**src/rtl/enigma_pkg.sv**
```systemverilog
// Shared constants, wiring/notch tables and mod-26 helpers for the Enigma rotor datapath.
// Wiring tables are ASCII strings packed MSB-first, so letter index i sits at byte (ALPHA-1-i).
package enigma_pkg;

    localparam int unsigned ALPHA       = 26;
    localparam int unsigned ASCII_A     = 65;
    localparam int unsigned ASCII_LA    = 97;
    localparam int unsigned IDX_W       = 5;
    localparam int unsigned NUM_ROTORS  = 5;
    localparam int unsigned ROTOR_SEL_W = 3;

    typedef logic [IDX_W-1:0]   idx_t;
    typedef logic [ALPHA*8-1:0] wiring_str_t;

    typedef struct packed {
        idx_t pos;
        idx_t ring;
    } rotor_cfg_t;

    localparam wiring_str_t WIRING_FWD [NUM_ROTORS] = '{
        "EKMFLGDQVZNTOWYHXUSPAIBRCJ",
        "AJDKSIRUXBLHWTMCQGZNPYFVOE",
        "BDFHJLCPRTXVZNYEIWGAKMUSQO",
        "ESOVPZJAYQUIRHXLNFTGKMCDBW",
        "VZBRGITYUPSDNKLQOXHMCEWFAJ"
    };

    localparam wiring_str_t WIRING_INV [NUM_ROTORS] = '{
        "UWYGADFPVZBECKMTHXSLRINQOJ",
        "AJPCZWRLFBDKOTYUQGENHXMIVS",
        "TAGBPCSDQEUFVNZHYIXJWLRKOM",
        "HYWXARTNLGUPVQCEJMBSKDZOIF",
        "YCULVXESFZNOTMQJPDKGIAWRHB"
    };

    localparam idx_t NOTCH [NUM_ROTORS] = '{5'd16, 5'd4, 5'd21, 5'd9, 5'd25};

    function automatic idx_t letter_to_idx(input logic [7:0] c);
        return IDX_W'(c - 8'(ASCII_A));
    endfunction

    // (a + b) mod 26 for a, b in 0..25
    function automatic idx_t mod26_add(input idx_t a, input idx_t b);
        logic [IDX_W:0] s;
        s = {1'b0, a} + {1'b0, b};
        if (s >= (IDX_W+1)'(ALPHA)) s = s - (IDX_W+1)'(ALPHA);
        return s[IDX_W-1:0];
    endfunction

    // (a - b) mod 26 for a, b in 0..25; the wrapped difference is corrected by +26
    function automatic idx_t mod26_sub(input idx_t a, input idx_t b);
        logic [IDX_W:0] d;
        d = {1'b0, a} - {1'b0, b};
        if (a < b) d = d + (IDX_W+1)'(ALPHA);
        return d[IDX_W-1:0];
    endfunction

endpackage

```
**src/rtl/enigma_wiring_lut.sv**
```systemverilog
// Combinational rotor wiring lookup: (rotor, direction, contact index) -> contact index.
module enigma_wiring_lut
    import enigma_pkg::*;
(
    input  logic [ROTOR_SEL_W-1:0] rotor_id_i,
    input  logic                   dir_i,
    input  idx_t                   idx_i,
    output idx_t                   map_c_o
);

    wiring_str_t row_c;

    always_comb begin
        row_c = WIRING_FWD[0];
        for (int unsigned r = 0; r < NUM_ROTORS; r++) begin
            if (rotor_id_i == ROTOR_SEL_W'(r)) begin
                row_c = dir_i ? WIRING_INV[r] : WIRING_FWD[r];
            end
        end
    end

    always_comb begin
        map_c_o = '0;
        for (int unsigned i = 0; i < ALPHA; i++) begin
            if (idx_i == IDX_W'(i)) begin
                map_c_o = letter_to_idx(row_c[8*(ALPHA-1-i) +: 8]);
            end
        end
    end

endmodule

```
**src/rtl/enigma_rotor_stage.sv**
```systemverilog
// Single Enigma rotor stage: position/ring registers, stepping with notch carry,
// and a one-cycle registered forward/inverse letter translation.
module enigma_rotor_stage
    import enigma_pkg::*;
#(
    parameter int unsigned ROTOR_ID = 0,
    parameter int unsigned CHAR_W   = 16,
    parameter bit          LOWER_EN = 1'b1
) (
    input  logic              clk,
    input  logic              rst,
    input  logic              cfg_load,
    input  logic [IDX_W-1:0]  cfg_pos,
    input  logic [IDX_W-1:0]  cfg_ring,
    input  logic              step_in,
    input  logic              in_valid,
    input  logic              in_dir,
    input  logic [CHAR_W-1:0] in_char,
    output logic              out_valid,
    output logic [CHAR_W-1:0] out_char,
    output logic              out_err,
    output logic              carry_out,
    output logic              at_notch,
    output logic [IDX_W-1:0]  pos
);

    localparam idx_t NOTCH_POS = NOTCH[ROTOR_ID];
    localparam idx_t LAST_POS  = IDX_W'(ALPHA - 1);

    rotor_cfg_t        cfg_q, cfg_d;
    logic              carry_q, carry_d;
    logic              out_valid_q, out_valid_d;
    logic              out_err_q, out_err_d;
    logic [CHAR_W-1:0] out_char_q, out_char_d;

    logic is_upper_c, is_lower_c, legal_c;
    idx_t in_idx_c, s_idx_c, w_idx_c, r_idx_c;

    // Letter decode; any nonzero upper bit pushes the code out of both ranges
    always_comb begin
        is_upper_c = (in_char >= CHAR_W'(ASCII_A)) &&
                     (in_char <= CHAR_W'(ASCII_A + ALPHA - 1));
        is_lower_c = LOWER_EN &&
                     (in_char >= CHAR_W'(ASCII_LA)) &&
                     (in_char <= CHAR_W'(ASCII_LA + ALPHA - 1));
        legal_c    = is_upper_c || is_lower_c;
        in_idx_c   = is_lower_c ? IDX_W'(in_char - CHAR_W'(ASCII_LA))
                                : IDX_W'(in_char - CHAR_W'(ASCII_A));
        s_idx_c    = mod26_sub(mod26_add(in_idx_c, cfg_q.pos), cfg_q.ring);
    end

    enigma_wiring_lut u_lut (
        .rotor_id_i (ROTOR_SEL_W'(ROTOR_ID)),
        .dir_i      (in_dir),
        .idx_i      (s_idx_c),
        .map_c_o    (w_idx_c)
    );

    assign r_idx_c = mod26_add(mod26_sub(w_idx_c, cfg_q.pos), cfg_q.ring);

    // Translation always uses the pre-update position/ring held in cfg_q
    always_comb begin
        cfg_d       = cfg_q;
        carry_d     = 1'b0;
        out_valid_d = in_valid;
        out_char_d  = out_char_q;
        out_err_d   = out_err_q;

        if (cfg_load) begin
            cfg_d.pos  = cfg_pos;
            cfg_d.ring = cfg_ring;
        end else if (step_in) begin
            cfg_d.pos = (cfg_q.pos == LAST_POS) ? '0 : cfg_q.pos + IDX_W'(1);
            carry_d   = (cfg_q.pos == NOTCH_POS);
        end

        if (in_valid) begin
            if (legal_c) begin
                out_char_d = CHAR_W'(r_idx_c) + CHAR_W'(ASCII_A);
                out_err_d  = 1'b0;
            end else begin
                out_char_d = in_char;
                out_err_d  = 1'b1;
            end
        end
    end

    always_ff @(posedge clk) begin
        if (rst) begin
            cfg_q       <= '0;
            carry_q     <= 1'b0;
            out_valid_q <= 1'b0;
            out_char_q  <= '0;
            out_err_q   <= 1'b0;
        end else begin
            cfg_q       <= cfg_d;
            carry_q     <= carry_d;
            out_valid_q <= out_valid_d;
            out_char_q  <= out_char_d;
            out_err_q   <= out_err_d;
        end
    end

    assign out_valid = out_valid_q;
    assign out_char  = out_char_q;
    assign out_err   = out_err_q;
    assign carry_out = carry_q;
    assign pos       = cfg_q.pos;
    assign at_notch  = (cfg_q.pos == NOTCH_POS);

endmodule

```
**config.mk**
```make
export PLATFORM = sky130hd
export DESIGN_NAME = enigma_rotor_stage
export DESIGN_NICKNAME = d
export VERILOG_FILES = /design/src/rtl/enigma_pkg.sv /design/src/rtl/enigma_wiring_lut.sv /design/src/rtl/enigma_rotor_stage.sv
export SDC_FILE = /design/constraint.sdc
export NUM_CORES = 1
export LEC_CHECK = 0
export CORE_MARGIN = 5
export CORE_UTILIZATION = 60
export CTS_CLUSTER_SIZE = 8
export DETAILED_ROUTE_END_ITERATION = 6
export DONT_BUFFER_PORTS = 1
export GPL_TIMING_DRIVEN = 0
export PLACE_DENSITY = 0.76
export SLEW_MARGIN = 20
export SYNTH_ARGS = -nofsm -noshare
export SYNTH_HDL_FRONTEND = slang
export SYNTH_SLANG_ARGS = --single-unit
export TNS_END_PERCENT = 30
```
**constraint.sdc**
```tcl
create_clock -name clk -period 13.1 [get_ports clk]
set_input_delay 0 -clock clk [delete_from_list [all_inputs] [get_ports clk]]
set_output_delay 0 -clock clk [all_outputs]
set_load 0.02 [all_outputs]
```
==> results of run 1 <==
## through the flow
step,util (%),setup WS (ns)
after floorplan,-,5.387
after global placement,64.57,4.547
after detailed placement,64.57,4.335
after CTS,71.80,4.262
after global routing,71.80,3.641
final,71.80,4.129
## Yosys cell counts, types with 3 or more instances
| cell | number |
|---|---|
| nor2_1 | 52 |
| ha_1 | 31 |
| a21oi_1 | 30 |
| dfxtp_1 | 29 |
| inv_1 | 27 |
| nand2_1 | 24 |
| mux2i_1 | 23 |
| o21ai_0 | 15 |
| xnor2_1 | 12 |
| a21o_1 | 11 |
| nor3_1 | 9 |
| buf_2 | 8 |
| xor2_1 | 8 |
| a211oi_1 | 7 |
| clkbuf_1 | 7 |
| o211ai_1 | 7 |
| nand2b_1 | 6 |
| nand3_1 | 6 |
| a31oi_1 | 5 |
| buf_4 | 5 |
| nor2b_1 | 5 |
| a311oi_1 | 4 |
| and2_1 | 4 |
| and3_1 | 4 |
| buf_1 | 4 |
| fa_1 | 4 |
| nor4_1 | 4 |
| o21ai_1 | 4 |
| mux2_2 | 3 |
| nand3b_1 | 3 |
| nor2_2 | 3 |
| o32a_1 | 3 |
| xor2_2 | 3 |
## flip-flops by register name (all words and copies together), names as in the netlist
name and count:
out_err 1, pos 5, out_char 16, out_valid 1, cfg_q 5, carry_out 1
## layout make-up
type / count / area share, %
multi-input cells: 332 / 65.55
flip-flops and latches: 29 / 15.53
repair buffers: 29 / 7.767
plain buffers: 26 / 3.783
inverters: 27 / 2.712
well taps: 70 / 2.343
clock buffers: 5 / 1.841
clock inverters: 3 / 0.4687
## logic make-up (layout without fill, tap and decap cells)
| logic type | Yosys count | after routing | share of synthesized area (%) |
|---|---|---|---|
| simple gates | 131 | 131 | 19.53 |
| compound gates | 117 | 117 | 26.11 |
| buf+inv | 53 | 90 | 7.416 |
| fa+ha+maj | 35 | 35 | 14.30 |
| flops | 29 | 29 | 17.74 |
| mux | 26 | 26 | 8.066 |
| xor+xnor | 23 | 23 | 6.843 |
## metal layers
layer / global-route usage [%] / vias to the layer above
met4: 5.994 / 0
met3: 5.133 / 21
met2: 45.70 / 160
li1: - / 1570
met5: 0 / -
met1: 31.16 / 1524
## worst min-delay path, delay by kind of cell
family / cells / cell delay, ns
mux: 1 / 0.08
simple gates: 2 / 0.10
compound gates: 1 / 0.07
## repair_timing
item,4_1_cts,5_1_grt
endpoints found under the hold margin,24,0
setup buffers,0,0
gates resized for setup,0,0
hold buffers,29,0
## final timing paths
kind / start / end / cells after the start
worst max-delay path: pos[0]$_SDFFE_PP0P_ / out_char[2]$_SDFFE_PP0P_ / 36
worst min-delay path: in_char[0] / out_char[0]$_SDFFE_PP0P_ / 4
worst max register to register: pos[0]$_SDFFE_PP0P_ / out_char[2]$_SDFFE_PP0P_ / 36
worst min register to register: cfg_q[0]$_SDFFE_PP0P_ / cfg_q[0]$_SDFFE_PP0P_ / 2
==> flow_metrics.env, run 1 <==
export IMPL_ys_ff_latch=29
export IMPL_worstSkewPairLatency_ns=0.29
export IMPL_crit_slowest_cell="fa_1"
export IMPL_drive_above_1_share_pct=9.313
export IMPL_multi_input_area_um2=2450
export IMPL_crit_type="flop to flop"
export IMPL_setup_viol=0
export IMPL_drv_cap=0
export IMPL_syn_cell_area_um2=3273
export IMPL_slew_headroom_pct=49.00
export IMPL_slew_violations=0
export IMPL_detail_route_first_pass_iterations=5
export IMPL_wl_met3_um=678
export IMPL_holdWs_ns=0.002070
export IMPL_drtIter0Drc=345
export IMPL_grt_pass1_vias=3237
export IMPL_hold_viol_final=0
export IMPL_antenna_found_initial=0
export IMPL_status="finished, final reports clean"
export IMPL_start_util_pct=62.88
export IMPL_fin_crit_ns=8.971
export IMPL_die_y_um=83.86
export IMPL_ys_warn_count=0
export IMPL_dpl_cell_count=484
export IMPL_rsz0062_at_grt="no"
export IMPL_vias_per_cell=6.286
export IMPL_numCtsBuffers=5
export IMPL_wl_per_cell_um=17.11
export IMPL_dpl_hpwl_mm=6.191
export IMPL_detail_route_wirelength_met1_mm=3.661
export IMPL_critPathMaxFanout=10
export IMPL_synthCells=414
export IMPL_place_gp_congestion=0.8857
export IMPL_die_area_um2=7033
export IMPL_fin_nets=517
export IMPL_grt_pass1_wl_mm=15.06
export IMPL_critPathArrivalTime_ns=9.17
export IMPL_clkSinkCount=29
export IMPL_final_area_um2=3737
export IMPL_syn_nets=481
export IMPL_drc_errors=0
export IMPL_fmax_mhz=111.5
export IMPL_numPortBuffers=0
export IMPL_root_buffer="clkbuf_8"
export IMPL_placed_area_um2=3361
export IMPL_worst_slew_pin_slew_ns=0.7650
export IMPL_grtUsageTotal_pct=25.52
export IMPL_path_buf_inv=3
export IMPL_worstSetupEndpointType="flop"
export IMPL_async_flop_share_pct=0
export IMPL_synth_edf_count=0
export IMPL_syn_to_final_growth_pct=14.18
export IMPL_topRoutingLayerUsed="met4"
export IMPL_num_rows=26
export IMPL_rrSetupSlack_ns=4.13
export IMPL_synth_seq_area_share_pct=17.74
export IMPL_dr_total_vias=3275
export IMPL_htreeDepth=2
export IMPL_layout_commonest_cell="nor2_1"
export IMPL_synth_area_leader_cell="dfxtp_1"
export IMPL_seqCellArea_um2=580.6
export IMPL_grt_overflow_total=0
export IMPL_ys_flop_type="dfxtp_1"
export IMPL_cpLargestDelayFamily="compound AO/OA/AOI/OAI gates"
export IMPL_final_cells=521
export IMPL_grt_max_degree=11
export IMPL_finalSetupTns_ns=0
export IMPL_hold_path_class="primary input to flop"
export IMPL_io_pins=57
export IMPL_mostFrequentLayoutCells="nor2_1 (52), ha_1 (31), a21oi_1 (30)"
export IMPL_max_stage_delay_ns=0.50
export IMPL_ant_nets=0
export IMPL_insertedDiodeCount=0
export IMPL_cts_tree="built"
export IMPL_startpoint_type="flop"
export IMPL_yosysTopAreaCellShare_pct=17.74
export IMPL_cts_buffer_depth=2
export IMPL_core_um2=5205
export IMPL_synth_area_top_cells="dfxtp_1 (18%), ha_1 (12%), mux2i_1 (7.0%)"
export IMPL_cp_common_cell="a21o_1"
export IMPL_fillerInstances=415
export IMPL_syn_mean_instance_area_um2=7.906
export IMPL_clock_skew_ns=0.004075
export IMPL_dieWidth_um=83.86
export IMPL_cts_clk_slew_worst_paths_ns=0.07
export IMPL_wirelength_mm=8.912
export IMPL_crit_required_ns=13.30
export IMPL_route_met2_wl_mm=4.425
export IMPL_post_route_period_util_pct=68.48
export IMPL_synthDistinctLibCells=68
Power of run 1 is not shown: default switching activity piles up to over one toggle a cycle in this logic, so the estimate is an artifact.
==> inputs of run 2 (changes only) <==
- CORE_UTILIZATION: 60 -> 59
- PLACE_DENSITY: 0.76 -> 0.78
- clock period: 13.1 -> 7.85 ns (I/O delays scaled with it)
==> run 2 against run 1 <==
  * The flow now finishes with violations (hold timing)
  * Final cell count up 6.3%
  * Critical path depth shrank 1
  * Via count grew 8.5%
  * Fmax is 15% higher
  * Wire length is 18% higher
  * First-iteration DRC count fell by 48%
  * Clock skew shrank 0.0010 ns
  * Hold slack lost 0.010 ns
  * Sequential share of layout area shrank 2.0 points
  * Register-to-register slack got worse by 4.1 ns
==> flow_metrics.env, run 2 (synthesized netlist as in run 1, its figures left out) <==
export IMPL_rsz0062_at_grt="yes"
export IMPL_drc_errors=0
export IMPL_grtUsageTotal_pct=25.56
export IMPL_start_util_pct=60.18
export IMPL_fmax_mhz=128.5
export IMPL_die_y_um=84.48
export IMPL_slew_headroom_pct=51.49
export IMPL_antenna_found_initial=0
export IMPL_critPathArrivalTime_ns=7.98
export IMPL_drtIter0Drc=179
export IMPL_dieWidth_um=84.48
export IMPL_syn_to_final_growth_pct=32.84
export IMPL_placed_area_um2=3363
export IMPL_vias_per_cell=6.417
export IMPL_largest_reg_flops=16
export IMPL_ant_nets=0
export IMPL_fillerInstances=311
export IMPL_fin_crit_ns=7.781
export IMPL_core_um2=5439
export IMPL_final_area_um2=4348
export IMPL_critPathMaxFanout=6
export IMPL_cts_tree="built"
export IMPL_crit_required_ns=8.05
export IMPL_post_place_ws_ns=-0.8402
export IMPL_io_pins=57
export IMPL_dpl_hpwl_mm=6.137
export IMPL_crit_slowest_cell="o41ai_4"
export IMPL_cts_buffer_depth=2
export IMPL_place_gp_congestion=0.9286
export IMPL_mostFrequentLayoutCells="nor2_1 (50), buf_4 (36), dlygate4sd3_1 (29)"
export IMPL_grt_overflow_total=0
export IMPL_grt_pass1_wl_mm=15.28
export IMPL_grt_max_degree=11
export IMPL_hold_path_class="primary input to flop"
export IMPL_slew_violations=0
export IMPL_numCtsBuffers=5
export IMPL_wl_per_cell_um=19.05
export IMPL_dr_total_vias=3555
export IMPL_worstSetupEndpointType="flop"
export IMPL_clock_skew_ns=0.003053
export IMPL_worstSkewPairLatency_ns=0.29
export IMPL_grt_pass1_vias=3359
export IMPL_post_route_period_util_pct=99.12
export IMPL_fin_nets=548
export IMPL_min_delay_path_depth=4
export IMPL_drive_above_1_share_pct=25.52
export IMPL_detail_route_first_pass_iterations=4
export IMPL_layout_commonest_cell="nor2_1"
export IMPL_wirelength_mm=10.55
export IMPL_rrSetupSlack_ns=0.07
export IMPL_root_buffer="clkbuf_8"
export IMPL_crit_type="flop to flop"
export IMPL_drv_cap=0
export IMPL_holdWs_ns=-0.008110
export IMPL_status="finished with violations"
export IMPL_numPortBuffers=0
export IMPL_htreeDepth=2
export IMPL_num_rows=27
export IMPL_clkSinkCount=29
export IMPL_seqCellArea_um2=588.1
export IMPL_finalSetupTns_ns=0
export IMPL_die_area_um2=7137
export IMPL_startpoint_type="flop"
export IMPL_setup_ws_ns=0.06943
export IMPL_worst_slew_pin_slew_ns=0.7277
export IMPL_multi_input_area_um2=2778
export IMPL_cts_clk_slew_worst_paths_ns=0.07
export IMPL_insertedDiodeCount=0
export IMPL_reg2reg_depth=35
export IMPL_hold_viol_final=1
export IMPL_max_stage_delay_ns=0.52
export IMPL_setup_viol=0
export IMPL_violations="hold timing"
export IMPL_cp_common_cell="a21o_1"
## run 2: cell count changes in the layout (fill, tap and decap cells not counted), sizes merged
cell,before,now
buf,19,49
clkinv,2,1
clkbuf,12,15
inv,27,26
## run 2: final timing paths
path,to,from
worst max register to register,out_char[2]$_SDFFE_PP0P_,pos[0]$_SDFFE_PP0P_
worst min-delay path,out_char[0]$_SDFFE_PP0P_,in_char[0]
worst max-delay path,out_char[2]$_SDFFE_PP0P_,pos[0]$_SDFFE_PP0P_
worst min register to register,cfg_q[1]$_SDFFE_PP0P_,cfg_q[1]$_SDFFE_PP0P_
## run 2: area by class of cell
cell class / instances / share of cell area (%)
buffer: 25 / 3.482
clock buffer: 7 / 2.216
clock inverter: 1 / 0.1151
inverter: 27 / 2.417
multi-input combinational: 332 / 63.88
sequential: 29 / 13.53
tap: 72 / 2.072
timing repair buffer: 61 / 12.29
## run 2: per-stage QoR
step	std cells	util (%)
4_1_cts	535	72.51
3_5_place_dp	486	61.84
5_1_grt	554	79.94
2_1_floorplan	414	-
6_report	554	79.94
3_3_place_gp	486	61.84
## run 2: what timing repair did
item,4_1_cts,5_1_grt
hold buffers,29,0
pin swaps,14,45
gates resized for setup,19,60
buffers inserted,12,20
hold endpoints to repair,24,0
setup endpoints to repair,5,5
## run 2: critical path: cells and delay by family, from the launching register on
family                   cells  cell delay [ns]
multiplexers                 1             0.29
XOR/XNOR                     6             0.92
buffers and inverters        3             0.17
AND/OR/NAND/NOR              5             0.80
flip-flops                   1             0.36
adder cells (fa/ha/maj)      7             2.01
AO/OA/AOI/OAI               13             3.14
## run 2: routing by layer
metal	vias up	global-route usage, %	share of wire [%]
li1	1628	-	-
met1	1692	28.11	38
met2	194	46.90	52
met3	41	6.379	7.7
met4	0	9.640	3.0
met5	-	0	0
Power of run 2 is left out for the same reason.
